<file path="src/rtl/game_sequencer.sv">
// game_sequencer: start/serve/play/over game flow with frame ticks, widget enables and lives.
// Define SCORE_EN to add an 8-bit saturating hit score counter (score is 0 otherwise).
module game_sequencer #(
  parameter int FRAME_DIV    = 1,
  parameter int SERVE_FRAMES = 60,
  parameter int LIVES        = 3,
  parameter int MISS_X       = 798
) (
  input  logic        clk,
  input  logic        reset,
  input  logic [10:0] X,
  input  logic [10:0] Y,
  input  logic        startBtn,
  input  logic [10:0] ballRight,
  input  logic        hit,
  output logic        widgetEnable,
  output logic        widgetReset,
  output logic [1:0]  state,
  output logic [1:0]  lives,
  output logic        gameOver,
  output logic [7:0]  score
);
  localparam logic [1:0] IDLE = 2'd0, SERVE = 2'd1, PLAY = 2'd2, OVER = 2'd3;
  logic [1:0] next;
  logic       tick, btn_prev, first;
  logic [3:0] div;
  logic [7:0] serve_cnt;
  logic       rise, start, miss, serve_done, wrap;
  assign rise       = startBtn & ~btn_prev;
  assign start      = rise && (state == IDLE || state == OVER);
  assign miss       = state == PLAY && tick && ballRight >= 11'(MISS_X);
  assign serve_done = state == SERVE && tick && serve_cnt == 8'(SERVE_FRAMES - 1);
  assign wrap       = div == 4'(FRAME_DIV - 1);

  always_ff @(posedge clk)
    if (reset) state <= IDLE;
    else state <= next;

  always_comb begin
    next = state;
    case (state)
      IDLE:    next = start ? SERVE : IDLE;
      SERVE:   next = serve_done ? PLAY : SERVE;
      PLAY:    next = !miss ? PLAY : lives <= 2'd1 ? OVER : SERVE;
      default: next = start ? SERVE : OVER;
    endcase
  end

  always_comb begin
    widgetEnable = state == PLAY && tick && wrap;
    widgetReset  = state == IDLE || (state == SERVE && first);
    gameOver     = state == OVER;
  end

  // first marks the single cycle after entering SERVE, when widgets are re-reset
  always_ff @(posedge clk)
    if (reset) begin
      tick      <= 1'b0;
      btn_prev  <= 1'b0;
      first     <= 1'b0;
      div       <= '0;
      serve_cnt <= '0;
      lives     <= '0;
    end else begin
      tick      <= X == 11'd0 && Y == 11'd600;
      btn_prev  <= startBtn;
      first     <= next == SERVE && state != SERVE;
      div       <= state != PLAY ? 4'd0 : !tick ? div : wrap ? 4'd0 : div + 4'd1;
      serve_cnt <= state != SERVE ? 8'd0 : tick ? serve_cnt + 8'd1 : serve_cnt;
      lives     <= start ? 2'(LIVES) : (miss && lives != 2'd0) ? lives - 2'd1 : lives;
    end

`ifdef SCORE_EN
  always_ff @(posedge clk)
    if (reset || start) score <= '0;
    else if (state == PLAY && hit && !miss && score != 8'hff) score <= score + 8'd1;
`else
  logic unused_hit;
  assign unused_hit = hit;
  assign score = '0;
`endif
endmodule
</file>
<file path="config.mk">
export PLATFORM = sky130hd
export DESIGN_NAME = game_sequencer
export DESIGN_NICKNAME = d
export VERILOG_FILES = /design/src/rtl/game_sequencer.sv
export SDC_FILE = /design/constraint.sdc
export NUM_CORES = 1
export LEC_CHECK = 0
export ABC_AREA = 1
export BUFFER_PORTS_ARGS = -buffer_cell sky130_fd_sc_hd__clkbuf_2
export CORE_MARGIN = 1.5
export CORE_UTILIZATION = 40
export DETAILED_ROUTE_END_ITERATION = 10
export HOLD_SLACK_MARGIN = 0.06
export PLACE_DENSITY = 0.66
export SLEW_MARGIN = 5
export SYNTH_ARGS = -nofsm -noshare
export SYNTH_HDL_FRONTEND = slang
export SYNTH_SLANG_ARGS = --single-unit
</file>
<file path="constraint.sdc">
create_clock -name clk -period 1.4 [get_ports clk]
set_input_delay 0.07 -clock clk [delete_from_list [all_inputs] [get_ports clk]]
set_output_delay 0.07 -clock clk [all_outputs]
set_load 0.02 [all_outputs]
</file>
* Yosys cells after proc, flatten, opt, wreduce, memory -nomap -nowiden *
Index checks and enable logic that the tools add are counted.

word-level totals
  flip-flop bits (word level) = 19
  latch bits = 0
  RAM bits = 0
  ROM bits = 0
  output and inout bits = 15
  logic and storage cells = 50
  memories = 0

operators by class
  add/subtract/negate cells = 3
  multiply operators = 0
  divide/modulo/power cells = 0
  order comparisons = 2
  equal/unequal tests = 8
  shift operators = 0
  multiplexer cells = 9
  bitwise logic cells = 2
  reduce and logical (&&, ||, !) cells = 19

operator list
  operator              count
  $mux 2                6
  $eq 11x10->1 const B  1
  $ge 11x10->1 const B  1
  $logic_not 11->1      1
  $logic_and 1x1->1     10
  $add 8x1->8 const B   1
  $eq 8x6->1 const B    1
  $pmux 2 s3            1
  $add 4x1->4 const B   1
  $eq 2x1->1 const B    2
  $eq 2x2->1 const B    2
  $logic_not 4->1       1
  $mux 4                1
  $reduce_bool 2->1     2
  $reduce_or 2->1       2
  $le 2x1->1 const B    1
  $logic_not 2->1       1
  $logic_or 1x1->1      2
  $ne 2x1->1 const B    1
  $ne 2x2->1 const B    1
  $sub 2x1->2 const B   1
  $and 1x1->1           1
  $mux 1                1
  $not 1->1             1

* Longest topological paths before layout *
  word-level depth = 7
  gate-level depth with buffers = 10
  mapped depth without buffers = 10

* Worst setup path after synthesis *
OpenSTA, ideal clock, no wires.

  kind = flip-flop to flip-flop
  start point = register state[0]
  end point = register first
  setup time = 0.117 ns
  data arrival time = 1.243 ns
  required time = 1.283 ns
  path slack = 0.041 ns
  cell stages (with the launch flop) = 9
  cells stage by stage = dfxtp_1 > ha_1 > nand2_1 > nor2_1 > nand3_1 > a21oi_2 > nand2_1 > nand3_1 > a21oi_1

between the ends
  word-level cells in the longest chain between the ends = 7
  elaborated cells between the ends (all ways) = 18
  those cells by class = 5 x eq/ne; 5 x mux; 8 x reduce/logical

RTL lines
  what                                       RTL line    text
  from (decl)                                18          output logic [1:0] state,
  from (signal assigned)                     37          else state <= next;
  $eq 2x2->1 (tied with other cells)         31, 41
  $logic_and 1x1->1 (tied with other cells)  31          assign miss = state == PLAY && tick && ballRight >= 11'(MISS_X);
  $logic_and 1x1->1 (on tied branches)       31, 30, 32
  $mux 2 (tied with other cells)             44          PLAY: next = !miss ? PLAY : lives <= 2'd1 ? OVER : SERVE;
  $pmux 2 s3                                 41          case (state)
  $eq 2x1->1                                 67          first <= next == SERVE && state != SERVE;
  $logic_and 1x1->1 *                        67
  to (signal assigned)                       60          first <= 1'b0;
  to (signal assigned)                       67
  to (decl)                                  25          logic tick, btn_prev, first;

Every way passes the cells marked *; elsewhere a longest branch is shown, timed or not.
A chain may end at the register's enable or synchronous reset.

* Final worst setup path *
  start point = input X[2]
  end point = register tick

between the ends
  word-level cells in the longest chain between the ends = 2

RTL lines
  what                  RTL line  text
  from (decl)           11        input logic [10:0] X,
  $logic_not 11->1      65        tick <= X == 11'd0 && Y == 11'd600;
  $logic_and 1x1->1     65
  to (signal assigned)  58        tick <= 1'b0;
  to (signal assigned)  65
  to (decl)             25

Every way passes these cells.

==> flow_summary.toml <==
[final_layout]
final_util = 0.578
drive_above_1_share = 0.291
area_growth_pct = 35.7
stdcell_count = 261
layout.nets = 277
n_antenna_cell = 0

[setup_path]
cp.arrival_ps = 1590
reg2reg_slack_ps = 110
cp_common_cell = "dlygate4sd3_1"
slowest_stage = "dlygate4sd3_1"
crit_type = "in -> reg"
worstSetupEndpointType = "register"
worst_setup_path_start_kind = "input pin"
cp_max_fo = 1
max_stage_delay_ps = 580
crit_required_ps = 1640
crit_chain = "dlygate4sd3_1 -> clkbuf_2 -> nor4_1 -> dlygate4sd3_1 -> nand2_1 -> nor2_1"

[grt]
grt_pass1_vias = 1066
track_usage = 0.159
grt_pass1_wl_mm = 4.15
grt_max_degree = 11
antenna_found_initial = 0
grt-ovfl-total = 0

[yosys]
syn_inst = 171
yosysSeqAreaShare = 0.321
synth_area_um2 = 1180
ys_ff_latch = 19
syn_area_per_cell_um2 = 6.92
yosysWarnings = 0
ys_types = 28

[timing]
fin_hold_ws_ps = 98.8
report.final.slew_viol_count = 0
max_freq_mhz = 741
finalCritPeriodShare = 0.964
tns_ps = 0
hold_viol = 0
rsz0062_at_grt = "true"
setup_viol = 0
period_minus_slack_ps = 1350
skew_ps = 5.41
setup_slack_ps = 50.0

[placed_design]
dp_cells = 243
gp_congestion = 0.775
dp_slack_ps = 53.6
dpl.hpwl_mm = 1.82
port_buffers = 41

[floorplan]
die-area_um2 = 3290
die_y_um = 57.4
die_w_um = 57.4
core_area_um2 = 2780
start_util = 0.426
rows = 19
io_pins = 52

[clock_network]
cts.clk_slew.worst_paths_ps = 100
clk_latency_ps = 290
h-tree-depth = 1
cts_setup_buffers = 0
clockRootBuffer = "clkbuf_4"
cts_buffers = 3
cts.path.max_buffers = 2
cts_tree = "done"
cts_sinks = 19

[job]
cap_violations = 0

[routing]
ant_nets = 0
drtIter0Drc = 34
wl_per_cell_um = 9.67
first_pass_iters = 4
drc_errors = 0
wl_mm = 2.53
vias = 1199
vias_per_cell = 4.59

[min_path]
min-delay-path-class = "in -> reg"

[power]
ir_drop_mv = 0.572
power_leakage_uw = 0.000791
power_density_nw_per_um2 = 651

[outcome]
status = "finished, final reports clean"
==> critical path: cells and delay by family <==
kind / cells / cell delay [ps]
buffers and inverters: 3 / 1210
AND/OR/NAND/NOR: 3 / 300
==> cells by family after synthesis <==
group           count (synthesis)  share of synthesized area
flops                          19                      0.321
fa+ha+maj                       9                     0.0951
simple gates                   82                      0.319
xor+xnor                        2                     0.0148
buf+inv                        41                      0.162
compound gates                 17                     0.0846
other cells                     1                    0.00317
==> sequential cells by signal, summed over array words and instances (netlist names) <==
name / flops
first: 1
state: 2
serve_cnt: 8
btn_prev: 1
tick: 1
lives: 2
div: 4
==> cell type report <==
type / instances / area, um^2
fillers: 261 / 1170
multi-input cells: 118 / 673
flip-flops and latches: 19 / 385
repair buffers: 57 / 363
inverters: 32 / 120
well taps: 31 / 38.8
clock buffers: 4 / 26.3
==> cell usage after synthesis, drive strengths merged <==
cell	instances	area, um^2
a211oi	1	7.51
a21o	1	7.51
a21oi	11	62.6
and3	1	6.26
buf	9	71.3
clkinv	1	3.75
conb	1	3.75
dfxtp	19	380
ha	9	113
inv	31	116
nand2	33	126
nand3	13	75.1
nand4	3	18.8
nor2	21	86.3
nor3	5	25.0
nor4	4	25.0
nor4b	1	8.76
o21ai	3	15.0
o21bai	1	7.51
or2	1	6.26
xnor2	1	8.76
xor2	1	8.76
==> final timing paths <==
check,from,endpoint,cells past startpoint
min,Y[3],tick,5
min reg2reg,serve_cnt[7],serve_cnt[7],2
max reg2reg,state[1],first,9
max,X[2],tick,6
==> repair_timing <==
item                                   CTS  global route
gates resized for setup                  4            11
endpoints found under the hold margin    4             1
setup endpoints to repair                2             9
hold buffers                            13             2
pin swaps                                0             1
==> routing by layer <==
| metal | track usage | routed length (um) | vias to the layer above |
|---|---|---|---|
| met4 | 0.0299 | 20 | 0 |
| met3 | 0.0454 | 171 | 2 |
| met2 | 0.299 | 1240 | 40 |
| met1 | 0.176 | 1100 | 515 |
| met5 | 0 | 0 | - |
| li1 | - | - | 642 |
==> layout by cell type (no fill, tap or decap), types with 2 or more instances in the layout <==
cell type	synthesis	final
clkbuf_2	0	39
nand2_1	32	31
inv_1	29	27
nor2_1	18	18
dfxtp_1	19	17
dlygate4sd3_1	0	14
nand3_1	11	11
a21oi_1	9	9
conb_1	1	8
ha_1	9	7
inv_2	2	4
nor3_1	5	4
nor2_2	3	3
nand4_1	3	3
o21ai_0	3	3
clkbuf_4	0	3
buf_4	8	3
nand2_2	1	2
a21oi_2	2	2
nand3_2	2	2
nor4_2	0	2
nor4_1	4	2
==> metrics by stage <==
stage | total power, uW | instance area [um^2]
5_1_grt | 1110 | 1610
3_3_place_gp | 749 | 1400
6_report | 1050 | 1610
2_1_floorplan | 694 | 1210
4_1_cts | 1040 | 1560
3_5_place_dp | 750 | 1400
==> power by group <==
group | total [uW] | switching [uW] | internal [uW]
registers | 563 | 10.6 | 552
logic | 215 | 115 | 100
clock network | 268 | 157 | 111
(Power assumes the default switching activity.)
